`src/rtl/ex_pkg.sv`:
```
// ex_pkg: shared types for the execute result merge point.
//   ex_meta_t     : per-instruction metadata carried alongside a result
//   EX_NOP        : all-zero metadata (a bubble)
//   strand_idx_w  : width of a strand index for a given strand count
//   strand_hit    : true when a strand index is flagged in a strand mask
// The struct is sized by the EX_* localparams below; the merge top's
// NUM_LANES / NUM_STRANDS / REG_IDX_WIDTH must be built with matching values.
package ex_pkg;

  function automatic int strand_idx_w(input int n);
    return (n > 1) ? $clog2(n) : 1;
  endfunction

  localparam int EX_NUM_LANES     = 16;
  localparam int EX_NUM_STRANDS   = 4;
  localparam int EX_REG_IDX_WIDTH = 7;
  localparam int EX_STRAND_W      = strand_idx_w(EX_NUM_STRANDS);

  typedef struct packed {
    logic                        valid;
    logic [EX_STRAND_W-1:0]      strand;
    logic [31:0]                 pc;
    logic [31:0]                 instruction;
    logic                        has_writeback;
    logic                        writeback_is_vector;
    logic [EX_REG_IDX_WIDTH-1:0] writeback_reg;
    logic [EX_NUM_LANES-1:0]     mask;
    logic                        is_compare;
  } ex_meta_t;

  localparam ex_meta_t EX_NOP = '0;

  // Loop compare instead of a direct index so non power-of-two strand
  // counts never read past the end of the mask.
  function automatic logic strand_hit(input logic [EX_STRAND_W-1:0]    s,
                                      input logic [EX_NUM_STRANDS-1:0] m);
    logic hit;
    hit = 1'b0;
    for (int i = 0; i < EX_NUM_STRANDS; i++)
      if (m[i] && (s == EX_STRAND_W'(i))) hit = 1'b1;
    return hit;
  endfunction

endpackage

```
`src/rtl/ex_latency_shift.sv`:
```
// ex_latency_shift: MC_LATENCY-deep delay line of multi-cycle metadata.
//   clk, reset_n : clock, async active-low reset (clears all stages)
//   in_meta      : metadata entering stage 0 (valid=0 is a bubble)
//   kill_mask    : per-strand kill; matching entries (including in_meta)
//                  become bubbles as they advance
//   out_meta     : last stage, the completion that pairs with mc_result
module ex_latency_shift
  import ex_pkg::*;
#(
  parameter int MC_LATENCY  = 3,
  parameter int NUM_STRANDS = EX_NUM_STRANDS
) (
  input  logic                   clk,
  input  logic                   reset_n,
  input  ex_meta_t               in_meta,
  input  logic [NUM_STRANDS-1:0] kill_mask,
  output ex_meta_t               out_meta
);

  ex_meta_t stg [MC_LATENCY];

  function automatic ex_meta_t scrub(input ex_meta_t m, input logic [NUM_STRANDS-1:0] k);
    return (m.valid && strand_hit(m.strand, k)) ? EX_NOP : m;
  endfunction

  always_ff @(posedge clk or negedge reset_n) begin
    if (!reset_n) begin
      for (int i = 0; i < MC_LATENCY; i++) stg[i] <= EX_NOP;
    end else begin
      stg[0] <= scrub(in_meta, kill_mask);
      for (int i = 1; i < MC_LATENCY; i++) stg[i] <= scrub(stg[i-1], kill_mask);
    end
  end

  assign out_meta = stg[MC_LATENCY-1];

endmodule

```
`src/rtl/ex_result_merge_pipe.sv`:
```
// ex_result_merge_pipe: joins single-cycle (sc_*) and multi-cycle (mc_*)
// execute results into one registered stream for the memory stage.
//   clk, reset_n        : clock, async active-low reset
//   sc_*                : single-cycle result + metadata (sc_valid qualifies)
//   mc_issue_valid/mc_* : multi-cycle issue metadata; mc_result arrives
//                         MC_LATENCY cycles after issue
//   flush_strand_mask   : kill all in-flight work of flagged strands
//   ex_stall            : upstream must hold sc/mc issue (skid occupied)
//   ex_*                : registered output to the memory access stage
// Source priority each cycle: completion > skid entry > sc input > bubble.
// A completion colliding with sc parks sc in a one-entry skid buffer.
// Build option EX_MERGE_PERF_COUNTERS_EN adds saturating counters
// perf_collision_count (skid captures) and perf_stall_cycles.
module ex_result_merge_pipe
  import ex_pkg::*;
#(
  parameter int NUM_LANES     = EX_NUM_LANES,
  parameter int LANE_WIDTH    = 32,
  parameter int MC_LATENCY    = 3,
  parameter int NUM_STRANDS   = EX_NUM_STRANDS,
  parameter int REG_IDX_WIDTH = EX_REG_IDX_WIDTH,
  localparam int SW = strand_idx_w(NUM_STRANDS),
  localparam int RW = NUM_LANES * LANE_WIDTH
) (
  input  logic                     clk,
  input  logic                     reset_n,
  input  logic                     sc_valid,
  input  logic [SW-1:0]            sc_strand,
  input  logic [31:0]              sc_pc,
  input  logic [31:0]              sc_instruction,
  input  logic                     sc_has_writeback,
  input  logic                     sc_writeback_is_vector,
  input  logic [REG_IDX_WIDTH-1:0] sc_writeback_reg,
  input  logic [NUM_LANES-1:0]     sc_mask,
  input  logic                     sc_is_compare,
  input  logic [RW-1:0]            sc_result,
  input  logic                     mc_issue_valid,
  input  logic [SW-1:0]            mc_strand,
  input  logic [31:0]              mc_pc,
  input  logic [31:0]              mc_instruction,
  input  logic                     mc_has_writeback,
  input  logic                     mc_writeback_is_vector,
  input  logic [REG_IDX_WIDTH-1:0] mc_writeback_reg,
  input  logic [NUM_LANES-1:0]     mc_mask,
  input  logic                     mc_is_compare,
  input  logic [RW-1:0]            mc_result,
  input  logic [NUM_STRANDS-1:0]   flush_strand_mask,
  output logic                     ex_stall,
  output logic                     ex_valid,
  output logic [SW-1:0]            ex_strand,
  output logic [31:0]              ex_pc,
  output logic [31:0]              ex_instruction,
  output logic                     ex_has_writeback,
  output logic                     ex_writeback_is_vector,
  output logic [REG_IDX_WIDTH-1:0] ex_writeback_reg,
  output logic [NUM_LANES-1:0]     ex_mask,
  output logic [RW-1:0]            ex_result
`ifdef EX_MERGE_PERF_COUNTERS_EN
  ,
  output logic [31:0]              perf_collision_count,
  output logic [31:0]              perf_stall_cycles
`endif
);

  ex_meta_t        sc_meta, mc_meta, comp_meta, skid_meta, sel_meta, out_q;
  logic [RW-1:0]   skid_result, sel_result, res_d, res_q;
  logic            skid_valid;
  logic            sc_live, comp_live, skid_live, capture;

  // Inputs arriving while stalled are protocol errors and are dropped.
  always_comb begin
    sc_meta                     = EX_NOP;
    sc_meta.valid               = sc_valid && !skid_valid;
    sc_meta.strand              = sc_strand;
    sc_meta.pc                  = sc_pc;
    sc_meta.instruction         = sc_instruction;
    sc_meta.has_writeback       = sc_has_writeback;
    sc_meta.writeback_is_vector = sc_writeback_is_vector;
    sc_meta.writeback_reg       = sc_writeback_reg;
    sc_meta.mask                = sc_mask;
    sc_meta.is_compare          = sc_is_compare;
    mc_meta                     = EX_NOP;
    mc_meta.valid               = mc_issue_valid && !skid_valid;
    mc_meta.strand              = mc_strand;
    mc_meta.pc                  = mc_pc;
    mc_meta.instruction         = mc_instruction;
    mc_meta.has_writeback       = mc_has_writeback;
    mc_meta.writeback_is_vector = mc_writeback_is_vector;
    mc_meta.writeback_reg       = mc_writeback_reg;
    mc_meta.mask                = mc_mask;
    mc_meta.is_compare          = mc_is_compare;
  end

  ex_latency_shift #(
    .MC_LATENCY  (MC_LATENCY),
    .NUM_STRANDS (NUM_STRANDS)
  ) u_shift (
    .clk       (clk),
    .reset_n   (reset_n),
    .in_meta   (mc_meta),
    .kill_mask (flush_strand_mask),
    .out_meta  (comp_meta)
  );

  // Flushed sources are removed before selection so a lower-priority
  // source of another strand can use the slot.
  assign sc_live   = sc_meta.valid && !strand_hit(sc_meta.strand, flush_strand_mask);
  assign comp_live = comp_meta.valid && !strand_hit(comp_meta.strand, flush_strand_mask);
  assign skid_live = skid_valid && !strand_hit(skid_meta.strand, flush_strand_mask);
  assign capture   = comp_live && sc_live;

  always_comb begin
    sel_meta   = EX_NOP;
    sel_result = '0;
    if (comp_live) begin
      sel_meta   = comp_meta;
      sel_result = mc_result;
    end else if (skid_live) begin
      sel_meta   = skid_meta;
      sel_result = skid_result;
    end else if (sc_live) begin
      sel_meta   = sc_meta;
      sel_result = sc_result;
    end
  end

  // Compare results collapse to one bit per lane (lane bit 0).
  always_comb begin
    res_d = sel_result;
    if (sel_meta.is_compare) begin
      res_d = '0;
      for (int i = 0; i < NUM_LANES; i++) res_d[i] = sel_result[i*LANE_WIDTH];
    end
  end

  always_ff @(posedge clk or negedge reset_n) begin
    if (!reset_n) begin
      out_q       <= EX_NOP;
      res_q       <= '0;
      skid_valid  <= 1'b0;
      skid_meta   <= EX_NOP;
      skid_result <= '0;
    end else begin
      out_q <= sel_meta;
      res_q <= res_d;
      if (capture) begin
        skid_valid  <= 1'b1;
        skid_meta   <= sc_meta;
        skid_result <= sc_result;
      end else if (!(skid_live && comp_live)) begin
        // drained this cycle, flushed, or already empty
        skid_valid <= 1'b0;
      end
    end
  end

  assign ex_stall               = skid_valid;
  assign ex_valid               = out_q.valid;
  assign ex_strand              = out_q.strand;
  assign ex_pc                  = out_q.pc;
  assign ex_instruction         = out_q.instruction;
  assign ex_has_writeback       = out_q.has_writeback;
  assign ex_writeback_is_vector = out_q.writeback_is_vector;
  assign ex_writeback_reg       = out_q.writeback_reg;
  assign ex_mask                = out_q.mask;
  assign ex_result              = res_q;

`ifdef EX_MERGE_PERF_COUNTERS_EN
  always_ff @(posedge clk or negedge reset_n) begin
    if (!reset_n) begin
      perf_collision_count <= '0;
      perf_stall_cycles    <= '0;
    end else begin
      if (capture && (perf_collision_count != 32'hFFFF_FFFF))
        perf_collision_count <= perf_collision_count + 32'd1;
      if (skid_valid && (perf_stall_cycles != 32'hFFFF_FFFF))
        perf_stall_cycles <= perf_stall_cycles + 32'd1;
    end
  end
`endif

`ifndef SYNTHESIS
  a_no_issue_while_stalled: assert property (@(posedge clk) disable iff (!reset_n)
    ex_stall |-> !(sc_valid || mc_issue_valid))
    else $error("sc/mc input presented while ex_stall");
`endif

endmodule
```
`config.mk`:
```
export PLATFORM = sky130hd
export DESIGN_NAME = ex_result_merge_pipe
export DESIGN_NICKNAME = d
export VERILOG_FILES = /design/src/rtl/ex_pkg.sv /design/src/rtl/ex_latency_shift.sv /design/src/rtl/ex_result_merge_pipe.sv
export SDC_FILE = /design/constraint.sdc
export NUM_CORES = 2
export LEC_CHECK = 0
export CAP_MARGIN = 20
export CORE_AREA = 2 2 703 705
export CTS_BUF_LIST = sky130_fd_sc_hd__clkbuf_16
export CTS_CLUSTER_SIZE = 25
export DETAILED_ROUTE_END_ITERATION = 8
export DIE_AREA = 0 0 705 707
export DONT_BUFFER_PORTS = 1
export PLACE_DENSITY = 0.32
export SKIP_LAST_GASP = 1
export SLEW_MARGIN = 20
export SYNTH_ARGS = -nofsm -noshare
export SYNTH_HDL_FRONTEND = slang
export SYNTH_SLANG_ARGS = --single-unit
```
`constraint.sdc`:
```
create_clock -name clk -period 1.85 [get_ports clk]
set_input_delay 0.37 -clock clk [delete_from_list [all_inputs] [get_ports clk]]
set_output_delay 0.37 -clock clk [all_outputs]
set_load 0.01 [all_outputs]
```
Word-level counts from Yosys, hierarchy flattened
Index checks and enable logic that the tools add are counted.

Flip-flop bits (word level): 1489. Input port bits: 1216.

Muxes and demuxes: 36. Equal/unequal tests: 19. Reduce and logical (&&, ||, !) cells: 44.

Operators with widths (number): $mux 512 (4); $mux 93 (6); $logic_and 1x1->1 (34); $mux 1 (26); $eq 2x2->1 const B (12); $eq 2x1->1 const B (6); $logic_not 2->1 (6); $logic_not 1->1 (4); $ne 2x2->1 const B (1).

Logic depth before layout (Yosys ltp)
Depth in word-level cells: 12. Gate-level depth with buffers: 8. Gate-level depth less buffers: 4.

Hierarchy
A second synthesis with hierarchy kept.

Cell total of the unflattened synthesis: 5165. Area total of the unflattened synthesis: 64336.7 µm².

By module, submodules not included: ex_result_merge_pipe (instances 1, area each 50223.2 µm², cells an instance 4106, seq. area each 30279.0 µm²); ex_latency_shift (instances 1, area each 14113.5 µm², cells an instance 1059, seq. area each 6981.7 µm²).

Worst setup path after synthesis
OpenSTA, ideal clock, no wires.

Path type: input to register. Start: input port sc_valid. End: register skid_meta[40] in the netlist's numbering. Required time: 1.725 ns. Arrival time: 1.973 ns. Cell stages on the path: 8. Path slack: -0.249 ns. Setup time: 0.125 ns. Path through: buf_2 or3b_1 o22ai_2 nand2_1 buf_2 buf_4 buf_6 mux2_4.

Longest elaborated chain between the ends: 3.

RTL lines: start: declaration (RTL line ex_result_merge_pipe.sv:27) `input logic sc_valid,`; $logic_and 1x1->1 (RTL line ex_result_merge_pipe.sv:73) `sc_meta.valid = sc_valid && !skid_valid;`; $logic_and 1x1->1 (RTL line ex_result_merge_pipe.sv:107) `assign sc_live = sc_meta.valid && !strand_hit(sc_meta.strand, flush_strand_mask);`; $logic_and 1x1->1 (RTL line ex_result_merge_pipe.sv:110) `assign capture = comp_live && sc_live;`; end signal: assignment (RTL line ex_result_merge_pipe.sv:148) `skid_meta <= sc_meta;`; end: declaration (RTL line ex_result_merge_pipe.sv:65) `ex_meta_t sc_meta, mc_meta, comp_meta, skid_meta, sel_meta, out_q;`.

Every way passes these cells. A chain may end at the register's enable or synchronous reset.

Worst setup path after layout
Start: register u_shift.stg, in the netlist u_shift.out_meta[91]. End: register skid_result[366].

Longest elaborated chain between the ends: 9. Elaborated cells between the ends (all ways): 15. Those cells by class: eq/ne (3); mux (4); reduce/logical (8).

RTL lines: start: declaration (RTL line ex_latency_shift.sv:20) `ex_meta_t stg [MC_LATENCY];`; $logic_not 2->1 (RTL line ex_pkg.sv:40) `if (m[i] && (s == EX_STRAND_W'(i))) hit = 1'b1;`; $logic_and 1x1->1 (RTL line ex_pkg.sv:40); $mux 1 (3 in a row) (RTL line ex_pkg.sv:40); $mux 1 * (RTL line ex_pkg.sv:40); $logic_not 1->1 * (RTL line ex_result_merge_pipe.sv:108) `assign comp_live = comp_meta.valid && !strand_hit(comp_meta.strand, flush_strand_mask);`; $logic_and 1x1->1 * (RTL line ex_result_merge_pipe.sv:108); $logic_and 1x1->1 * (RTL line ex_result_merge_pipe.sv:110); end signal: assignment (RTL line ex_result_merge_pipe.sv:149) `skid_result <= sc_result;`; end: declaration (RTL line ex_result_merge_pipe.sv:66) `logic [RW-1:0] skid_result, sel_result, res_d, res_q;`.

Every way passes the cells marked *; elsewhere a longest branch is shown, timed or not.

==> results.py <==
metrics = {
    "status": {
        "status": "finished, violations left",
        "failed_checks": "setup timing",
    },
    "clock_tree": {
        "cts_htree_levels": 4,
        "clock-root-buffer": "sky130_fd_sc_hd__clkbuf_16",
        "clkTransAtPathRegs_ns": 0.06,
        "worstSkewPairLatency_ns": 0.96,
        "clock_tree_buf_depth": 4,
        "cts_buffers": 197,
        "tritoncts_clock_tree": "done",
        "clkSinkCount": 1489,
    },
    "routing": {
        "wl_per_cell_um": 32.0,
        "drt_iter0_drc": 3886,
        "wirelength_mm": 422,
        "detailroute.via_count": 50500,
        "drc_violations": 0,
        "detail_route.vias_per_cell": 3.83,
        "antenna_left": 0,
        "detailedRoute.firstPassIterationCount": 6,
    },
    "layout": {
        "layout_cells_excl_fill": 13200,
        "multi_input_area_sq_um": 23800,
        "most_common_cell_after_layout_fill_and_taps_aside": "sky130_fd_sc_hd__dfrtp_1",
        "final_area_sq_um": 95000,
        "regArea_sq_um": 37300,
        "final_layout_size_suffix_gt1_share_pct": 26.5,
        "nFillCells": 53600,
        "layout_common_cells": "sky130_fd_sc_hd__dfrtp_1, sky130_fd_sc_hd__dlygate4sd3_1, sky130_fd_sc_hd__nor2_1",
        "end_of_flow_core_utilization_pct": 19.3,
        "num-nets-final": 7563,
        "area.growth.synth_to_final_pct": 54.9,
    },
    "power_and_ir_drop": {
        "pwr-share-seq_pct": 44.2,
        "vdd_drop_max_v": 0.000791,
        "proportion_of_power_drawn_by_combinational_gates_pct": 16.0,
        "netSwitchingFraction_pct": 29.2,
        "power_mw": 94.8,
        "power-per-cell-area_nw_per_um2": 998,
        "power_switching_mw": 27.7,
        "internal-power_mw": 67.1,
        "cellLeakagePower_nw": 40.9,
        "p_clk_share_pct": 39.8,
    },
    "critical_path": {
        "critical_path.endpoint_type": "flop",
        "r2r_setup_slack_ns": -0.81,
        "timing.critical_path.arrival_ns": 3.42,
        "timing_worst_setup_path_type": "flop to flop",
        "worst_ep_required_time_ns": 2.61,
        "critPathMaxFanout": 34,
        "critPathLaunchType": "flop",
    },
    "synthesis": {
        "synth_sequential_area_ratio_pct": 60.7,
        "netlist_instances": 4781,
        "post_synth.cell_area_avg_sq_um": 12.8,
        "ys_warn_count": 0,
        "synth.distinct_cells": 36,
        "synthesis.area_sq_um": 61400,
        "synth.net_count": 5997,
        "synth_seq_cells": 1489,
    },
    "timing": {
        "report.final.hold_viol_count": 0,
        "hold_slack_ns": 0.0401,
        "timing.slew.headroom_pct": 26.7,
        "timing.final.crit_period_ns": 2.66,
        "tightest_slew_ns": 1.10,
        "fin_tns_setup_ns": -784.88,
        "period_share_pct": 144,
        "finalWorstSetupSlack_ns": -0.809,
        "number_of_slew_limit_violations_in_the_final_report": 0,
        "worst_clock_skew_ns": 0.106,
        "setup_viol": 1361,
        "rsz_0062_raised_after_global_routing": "true",
        "fmaxAchievable_ghz": 0.376,
    },
    "floorplan": {
        "core_area_sq_um": 492000,
        "floorplan.die_area_sq_um": 498000,
        "ioPinCount": 1821,
        "initial_utilization_pct": 12.5,
        "rows": 258,
        "die_w_um": 705,
        "die_h_um": 707,
    },
    "global_routing": {
        "grt_pass1_wl_mm": 542,
        "pin_count_of_the_biggest_net_entering_global_routing": 106,
        "groute.usage.overall_pct": 16.1,
        "antenna_found_initial": 369,
        "grt_pass1_vias": 52000,
        "gr-total-overflow": 0,
    },
    "place": {
        "placedInstanceArea_sq_um": 73800,
        "hpwlAfterDp_mm": 334,
        "finalWeightedCongestion": 0.950,
        "place_inst": 11300,
        "io_buffers": 0,
        "dpl_worst_slack_ns": -1.06,
    },
    "job": {
        "max-cap-violations": 0,
    },
    "worst_hold_path": {
        "hold_path.class": "input port to flop",
    },
}
-- routing by layer --
| layer | routed length, um | up-vias | global-route usage, % |
|---|---|---|---|
| met4 | 15000 | 142 | 4.62 |
| met3 | 38400 | 822 | 5.97 |
| li1 | - | 20800 | - |
| met2 | 199000 | 2508 | 26.8 |
| met1 | 168000 | 26200 | 19.4 |
| met5 | 932 | - | 0 |
-- cell type report --
type                    count  area share (%)
inverters                   2         0.00790
well taps                6500            8.56
multi-input cells        2840            25.0
diodes                    169           0.445
clock inverters           154            1.26
flip-flops and latches   1489            39.2
repair buffers           1817            20.3
clock buffers             198            5.21
-- synth_stat cells --
| cell | number | area share, % |
|---|---|---|
| sky130_fd_sc_hd__clkinv_1 | 1 | 0.0061 |
| sky130_fd_sc_hd__a211o_1 | 1 | 0.014 |
| sky130_fd_sc_hd__nor2_4 | 2 | 0.037 |
| sky130_fd_sc_hd__mux2_1 | 400 | 7.3 |
| sky130_fd_sc_hd__o31ai_1 | 30 | 0.37 |
| sky130_fd_sc_hd__o21ai_0 | 1 | 0.0081 |
| sky130_fd_sc_hd__nand4b_1 | 31 | 0.44 |
| sky130_fd_sc_hd__a221oi_1 | 572 | 8.2 |
| sky130_fd_sc_hd__clkbuf_1 | 290 | 1.8 |
| sky130_fd_sc_hd__inv_1 | 1 | 0.0061 |
| sky130_fd_sc_hd__buf_6 | 45 | 0.83 |
| sky130_fd_sc_hd__or3b_1 | 1 | 0.014 |
| sky130_fd_sc_hd__mux2i_1 | 15 | 0.24 |
| sky130_fd_sc_hd__mux4_2 | 5 | 0.18 |
| sky130_fd_sc_hd__nand3_1 | 1 | 0.0081 |
| sky130_fd_sc_hd__nor2b_1 | 2 | 0.020 |
| sky130_fd_sc_hd__or4bb_1 | 31 | 0.57 |
| sky130_fd_sc_hd__nor3_1 | 219 | 1.8 |
| sky130_fd_sc_hd__nand3b_1 | 1 | 0.012 |
| sky130_fd_sc_hd__and2_1 | 276 | 2.8 |
| sky130_fd_sc_hd__buf_4 | 22 | 0.27 |
| sky130_fd_sc_hd__nor3_2 | 262 | 4.3 |
| sky130_fd_sc_hd__or3_1 | 31 | 0.32 |
| sky130_fd_sc_hd__o22ai_2 | 1 | 0.020 |
| sky130_fd_sc_hd__buf_2 | 75 | 0.61 |
| sky130_fd_sc_hd__a21oi_1 | 1 | 0.0081 |
| sky130_fd_sc_hd__buf_1 | 18 | 0.11 |
| sky130_fd_sc_hd__mux2_2 | 157 | 2.9 |
| sky130_fd_sc_hd__mux2_4 | 49 | 1.2 |
| sky130_fd_sc_hd__o22ai_1 | 31 | 0.32 |
| sky130_fd_sc_hd__nor3b_1 | 32 | 0.39 |
| sky130_fd_sc_hd__nand2_1 | 4 | 0.024 |
| sky130_fd_sc_hd__nor2_1 | 681 | 4.2 |
| sky130_fd_sc_hd__nand2b_1 | 2 | 0.020 |
| sky130_fd_sc_hd__o31a_1 | 1 | 0.014 |
| sky130_fd_sc_hd__dfrtp_1 | 1489 | 61 |
-- power groups by stage --
stage	clock network (mW)	logic, mW	registers (mW)
floorplan	0	7.59	40.4
global placement	0	11.1	42.3
detailed placement	0	11.3	42.4
CTS	39.0	15.1	41.9
global route	40.3	16.3	42.4
finish	37.7	15.2	41.9
-- logic make-up after synthesis --
logic type / share of synthesized area, %
mux: 11.9
buf+inv: 3.60
simple gates: 14.9
compound gates: 8.91
flops: 60.7
-- worst paths after layout --
check                                     startpoint               end  cells after the start
worst max-delay path            u_shift.out_meta[91]  skid_result[366]                      7
worst min-delay path                        sc_valid      ex_result[8]                      4
worst max register to register  u_shift.out_meta[91]  skid_result[366]                      7
worst min register to register  u_shift.out_meta[80]         ex_pc[22]                      2
max in group asynchronous                    reset_n    ex_result[268]                      4
min in group asynchronous                    reset_n         ex_pc[22]                      3
-- what timing repair did --
| item | 4_1_cts | 5_1_grt |
|---|---|---|
| resized for setup | 70 | 153 |
| buffers inserted | 28 | 12 |
| pin swaps | 5 | 16 |
| gates cloned | 8 | 21 |
| endpoints found under the setup margin | 1421 | 1456 |
| endpoints found under the hold margin | 2220 | 0 |
| hold buffers | 1244 | 0 |
-- critical path, stage by stage (launching register included) --
cell and delay [ns]:
sky130_fd_sc_hd__dfrtp_1 0.38, sky130_fd_sc_hd__mux4_2 0.58, sky130_fd_sc_hd__nor2_4 0.22, sky130_fd_sc_hd__buf_12 0.21
sky130_fd_sc_hd__nand2_8 0.09, sky130_fd_sc_hd__buf_12 0.16, sky130_fd_sc_hd__buf_12 0.32, sky130_fd_sc_hd__mux2_4 0.33
Power figures use the tool's default switching activity.
